`src/rtl/block_loader.sv`:
```
// block_loader: assembles a hash state from chunks into a fill buffer and
// broadcasts each completed state for BCAST_COUNT accepted cycles, double-buffered.
module block_loader #(
  parameter int CHUNK_W = 8,
  parameter int STATE_W = 352,
  parameter int BCAST_COUNT = 16,
  localparam int NUM_CHUNKS = STATE_W / CHUNK_W,
  localparam int FW = $clog2(NUM_CHUNKS + 1),
  localparam int BW = BCAST_COUNT > 1 ? $clog2(BCAST_COUNT) : 1
) (
  input  logic               clk,
  input  logic               rst,
  input  logic               writeValid,
  input  logic [CHUNK_W-1:0] blockData,
  output logic               writeReady,
  input  logic               hold,
  output logic               validOut,
  output logic               newBlock,
  output logic               lastBroadcast,
  output logic [STATE_W-1:0] initialState
);
  typedef enum logic {IDLE, BCAST} state_t;
  state_t state, state_n;
  logic [FW-1:0] fcnt;
  logic [BW-1:0] bcnt;
  logic [STATE_W-1:0] fbuf;
  logic full, step, xfer;
  always_comb begin
    full = fcnt == FW'(NUM_CHUNKS);
    writeReady = !full;
    validOut = state == BCAST;
    newBlock = validOut && bcnt == '0;
    lastBroadcast = validOut && bcnt == BW'(BCAST_COUNT - 1);
    step = validOut && !hold;
    xfer = full && (!validOut || (lastBroadcast && !hold));
    state_n = xfer ? BCAST : (step && lastBroadcast) ? IDLE : state;
  end
  // chunks shift in from the LSB end so chunk 0 ends up in the top bits
  always_ff @(posedge clk or negedge rst) begin
    if (!rst) begin
      state <= IDLE;
      fcnt <= '0;
      bcnt <= '0;
      fbuf <= '0;
      initialState <= '0;
    end else begin
      state <= state_n;
      if (xfer) begin
        fcnt <= '0;
        bcnt <= '0;
        initialState <= fbuf;
      end else begin
        if (writeValid && !full) begin
          fcnt <= fcnt + FW'(1);
          fbuf <= STATE_W'({fbuf, blockData});
        end
        if (step && !lastBroadcast) bcnt <= bcnt + BW'(1);
      end
    end
  end
endmodule

```
`config.mk`:
```
export PLATFORM = sky130hd
export DESIGN_NAME = block_loader
export DESIGN_NICKNAME = d
export VERILOG_FILES = /design/src/rtl/block_loader.sv
export SDC_FILE = /design/constraint.sdc
export NUM_CORES = 1
export LEC_CHECK = 0
export CELL_PAD_IN_SITES_DETAIL_PLACEMENT = 0
export CELL_PAD_IN_SITES_GLOBAL_PLACEMENT = 1
export CORE_MARGIN = 5
export CORE_UTILIZATION = 40
export CTS_CLUSTER_DIAMETER = 150
export DETAILED_ROUTE_END_ITERATION = 10
export PLACE_DENSITY_LB_ADDON = 0.1
export SYNTH_ARGS = -nofsm -noshare
export SYNTH_HDL_FRONTEND = slang
export SYNTH_SLANG_ARGS = --single-unit
```
`constraint.sdc`:
```
create_clock -name clk -period 1.9 [get_ports clk]
set_input_delay 0.38 -clock clk [delete_from_list [all_inputs] [get_ports clk]]
set_output_delay 0.38 -clock clk [all_outputs]
set_load 0.02 [all_outputs]
```
-- Word level (Yosys, flattened, before mapping)
Index checks and enable logic that the tools add are counted.
- input port bits: 12
- word-level logic and storage cells: 34
- register bits after elaboration: 715
- output and inout bits: 356
- equality and inequality tests: 2
- reduce and logical (&&, ||, !) cells: 18
- multiplexer cells: 6
- bitwise logic cells: 1
- add/subtract/negate cells: 2
- operator list (cell ; count):
    $mux W6 ; 2
    $logic_and A1 B1 Y1 ; 8
    $mux W4 ; 2
    $add A6 B1 Y6 const B ; 1
    $eq A6 B6 Y1 const B ; 1
    $reduce_bool A2 Y1 ; 3
    $add A4 B1 Y4 const B ; 1
    $eq A4 B4 Y1 const B ; 1
    $logic_not A1 Y1 ; 4
    $logic_not A4 Y1 ; 1
    $mux W1 ; 2
    $reduce_and A2 Y1 ; 1
    $logic_or A1 B1 Y1 ; 1
    $not A1 Y1 ; 1

-- Logic depth before layout (Yosys ltp)
- depth after elaboration: 7
- depth in mapped cells: 10
- gate-level depth less buffers: 7

-- Least setup slack after synthesis
OpenSTA, ideal clock, no wires.
- path type: register to register
- start point: register fcnt[0]
- end point: register fbuf[282]
- period minus slack after synthesis: 2.039 ns
- buffers on the path: 3
- required time: 1.775 ns
- stages on the path, launching flop included: 11
- arrival time: 1.914 ns
- path slack: -0.139 ns
- setup time: 0.125 ns
- cell sequence: dfrtp_1 inv_1 ha_1 and3b_1 and2_4 clkinv_2 nand2_1 buf_6 buf_6 buf_6 mux2_4
- cells in the longest elaborated chain, start to end: 4
- elaborated cells between the ends (all ways): 6
- those cells by class: eq/ne (1); bitwise (1); reduce/logical (4)
- ends and longest elaborated chain (element ; RTL line ; source):
    from (decl) ; 24 ; logic [FW-1:0] fcnt;
    from (signal assigned) ; 54 ; fcnt <= fcnt + FW'(1);
    $eq A6 B6 Y1 ; 29 ; full = fcnt == FW'(NUM_CHUNKS);
    $logic_not A1 Y1 ; -- ;
    named net writeReady ; 15 ; output logic writeReady,
    $logic_and A1 B1 Y1 ; 53 ; if (writeValid && !full) begin
    $reduce_and A2 Y1 (no line) ; -- ;
    to (signal assigned) ; 55 ; fbuf <= STATE_W'({fbuf, blockData});
    to (decl) ; 26 ; logic [STATE_W-1:0] fbuf;
The timed path passes the listed nets, and every way through them passes these cells.
A chain may end at the register's enable or synchronous reset.

-- Worst setup path after layout
- start point: register fcnt[0]
- end point: output port writeReady
- cells in the longest elaborated chain, start to end: 2
- ends and longest elaborated chain (element ; RTL line ; source):
    $eq A6 B6 Y1 ; 29 ;
    $logic_not A1 Y1 ; 30 ; writeReady = !full;
    to (decl) ; 15 ;
Every way passes these cells.

==> flow_summary.yaml <==
run_status:
  status: "complete, but fails checks"
  failed_checks: "setup timing"
place:
  dpl_cell_area_sq_um: 33150
  dp_hpwl_um: 43590
  numPortBuffers: 367
  dp.cells: 2844
  pre_cts_ws_ns: -0.5686
  gp_congestion: 0.7303
sta:
  setup_viol: 699
  finClkSkew_ns: 0.01731
  slew_headroom_pct: 59.02
  finalMaxSlewViolations: 0
  setup_tns_ns: -135.76
  grt_setup_unrepaired: "yes"
  period_share_pct: 117.2
  hold_viol_final: 0
  fmax_mhz: 449.1
  period_minus_slack_ns: 2.226
  worst_slew_pin_slew_ns: 0.6127
  worst_slack_ns: -0.3265
  holdWs_ns: 0.3113
setup_path:
  endpoint_kind: "primary output"
  path_cells: "inv_2 > ha_4 > and3b_2 > and2_4 > clkinv_4 > buf_6 > buf_12"
  crit_type: "flop to primary output"
  critPathBufInv: 4
  crit_path_start_kind: "flop"
  cp.arrival_ns: 1.85
  cp_top_family: "flip-flops"
  slowest_delay_ns: 0.39
  slowest_stage: "dfrtp_1"
  crit_required_ns: 1.52
  path_max_fanout: 2
clocking:
  clock_sinks: 715
  cts_made_buffers: 77
  cts_tree: "built"
  clkTransAtPathRegs_ns: 0.06
  clk_path_buf_depth: 3
  htreeDepth: 3
  cts_root_buffer: "clkbuf_16"
  clk_latency_ns: 0.61
synth:
  synth.distinct_cells: 35
  synth_area_sq_um: 27400
  synth_seq_cells: 715
  synth.avg_cell_area_sq_um: 17.69
  synth_top_area_share_pct: 65.31
  synth.area.top_cells: "dfrtp_1 65%, mux2_2 21%, mux2_4 9.3%"
  async_reset_ff_share_pct: 100.0
  yosysWarnings: 0
  synth_nets: 1565
  synth-edff-count: 0
  ys.flop_type: "dfrtp_1"
  synth_top_cell_by_area: "dfrtp_1"
  synth_seq_area_share_pct: 65.31
  synthCells: 1549
route:
  drt_pass1_iterations: 4
  vias_per_cell: 4.912
  drtIter0Drc: 762
  dr_total_vias: 15190
  wl_per_cell_um: 22.82
  drc_errors: 0
  drtAntennaViolNets: 0
  drt_wl_total_um: 70580
layout:
  fin_area_sq_um: 40200
  final_common_cell: "dfrtp_1"
  fin_util_pct: 58.93
  nNetsFinal: 2169
  area_delta_synth_final_pct: 46.74
  regArea_sq_um: 17890
  drive_above_1_share_pct: 49.00
  multiInputGateArea_sq_um: 10160
  finalNonFillerCells: 3093
  nFillCells: 5170
  mostFrequentLayoutCells: "714 x dfrtp_1, 475 x mux2_4, 350 x dlymetal6s2s_1, 230 x mux2_2, 103 x clkbuf_16"
floorplan:
  start_util_pct: 40.16
  coreArea_sq_um: 68230
  die_area_sq_um: 73830
  die_w_um: 271.7
  fp-row-count: 96
  ios: 368
  die_h_um: 271.7
job:
  maxCapViolations: 0
grt:
  grt_pass1_wl_um: 106200
  antenna_found_initial: 1
  overflow: 0
  grt_usage_pct: 18.26
  grt_pass1_vias: 16990
  grt_max_degree: 77
pwr:
  power.leakage_nw: 26.17
  power_mw: 41.35
  power_density_nw_per_um2: 1029
  ir_drop_mv: 0.6506
hold_path:
  min_path_type: "input pin to async pin"
## area by class of cell
type,instances,area share (%)
clock buffers,110,5.705
multi-input cells,752,25.27
well taps,882,2.745
diodes,1,0.006225
flip-flops and latches,715,44.51
repair buffers,601,21.09
inverters,6,0.06847
clock inverters,26,0.6069
## worst register-to-register path, stage by stage, from the launching register on
cell and delay (ns):
dfrtp_1 0.36, inv_2 0.06, ha_4 0.15, and3b_2 0.21, and2_4 0.17, clkinv_4 0.04
buf_4 0.20, nand2_8 0.14, buf_12 0.18, clkbuf_16 0.15, buf_4 0.13, mux2_4 0.29
## path summary, 6_finish.rpt
path                              startpoint           endpoint  slack (ns)  depth (start not counted)
min in group clk                blockData[0]            fbuf[0]        0.39                          2
setup reg to reg                     fcnt[0]          fbuf[326]       -0.31                         11
hold reg to reg            initialState[209]  initialState[209]        0.50                          1
max in group asynchronous                rst          fbuf[347]        0.79                          3
hold / removal                           rst  initialState[311]        0.31                          2
setup / recovery                     fcnt[0]         writeReady       -0.33                          7
## cell families (layout without fill, tap and decap cells)
kind of cell    count (synthesis)  count (layout)  share of synthesized area [%]
compound gates                 12              12                         0.2694
xor+xnor                        3               3                        0.09592
fa+ha+maj                       4               4                         0.1827
buf+inv                        84             743                          2.251
flops                         715             715                          65.31
mux                           707             707                          31.37
other cells                     0               1                              0
simple gates                   24              26                         0.5298
## registers in the layout (all words and copies together), names as in the netlist
name / cells
bcnt: 4
fbuf: 352
initialState: 352
validOut: 1
fcnt: 6
## cell usage after synthesis (2+ instances only)
cell type	number
nand3_1	4
inv_1	5
nor2_1	4
mux2i_1	2
buf_4	12
o21ai_0	5
nand2_1	3
xnor2_1	2
mux2_1	22
mux2_2	514
nand4_1	2
ha_1	4
o211ai_1	3
buf_2	39
dfrtp_1	715
mux2_4	169
buf_6	26
## routing by layer
layer | part of all wire (%) | GRT usage [%]
met2 | 49 | 30.22
met4 | 2.3 | 5.270
met1 | 45 | 24.75
met3 | 3.4 | 3.474
met5 | 0.018 | 0
## report_power, final
part	leakage, nW	switching [mW]	internal, mW
clock network	1.26	6.03	8.81
registers	9.57	2.40	17.8
logic	15.3	2.26	4.00
## repair_timing
action | CTS | global route
resized for setup | 303 | 526
pin swaps | 3 | 5
cloned | 36 | 27
hold buffers | 1 | 0
endpoints found under the setup margin | 1044 | 1044
setup buffers | 47 | 29
endpoints found under the hold margin | 19 | 0
Power figures use the tool's default switching activity.
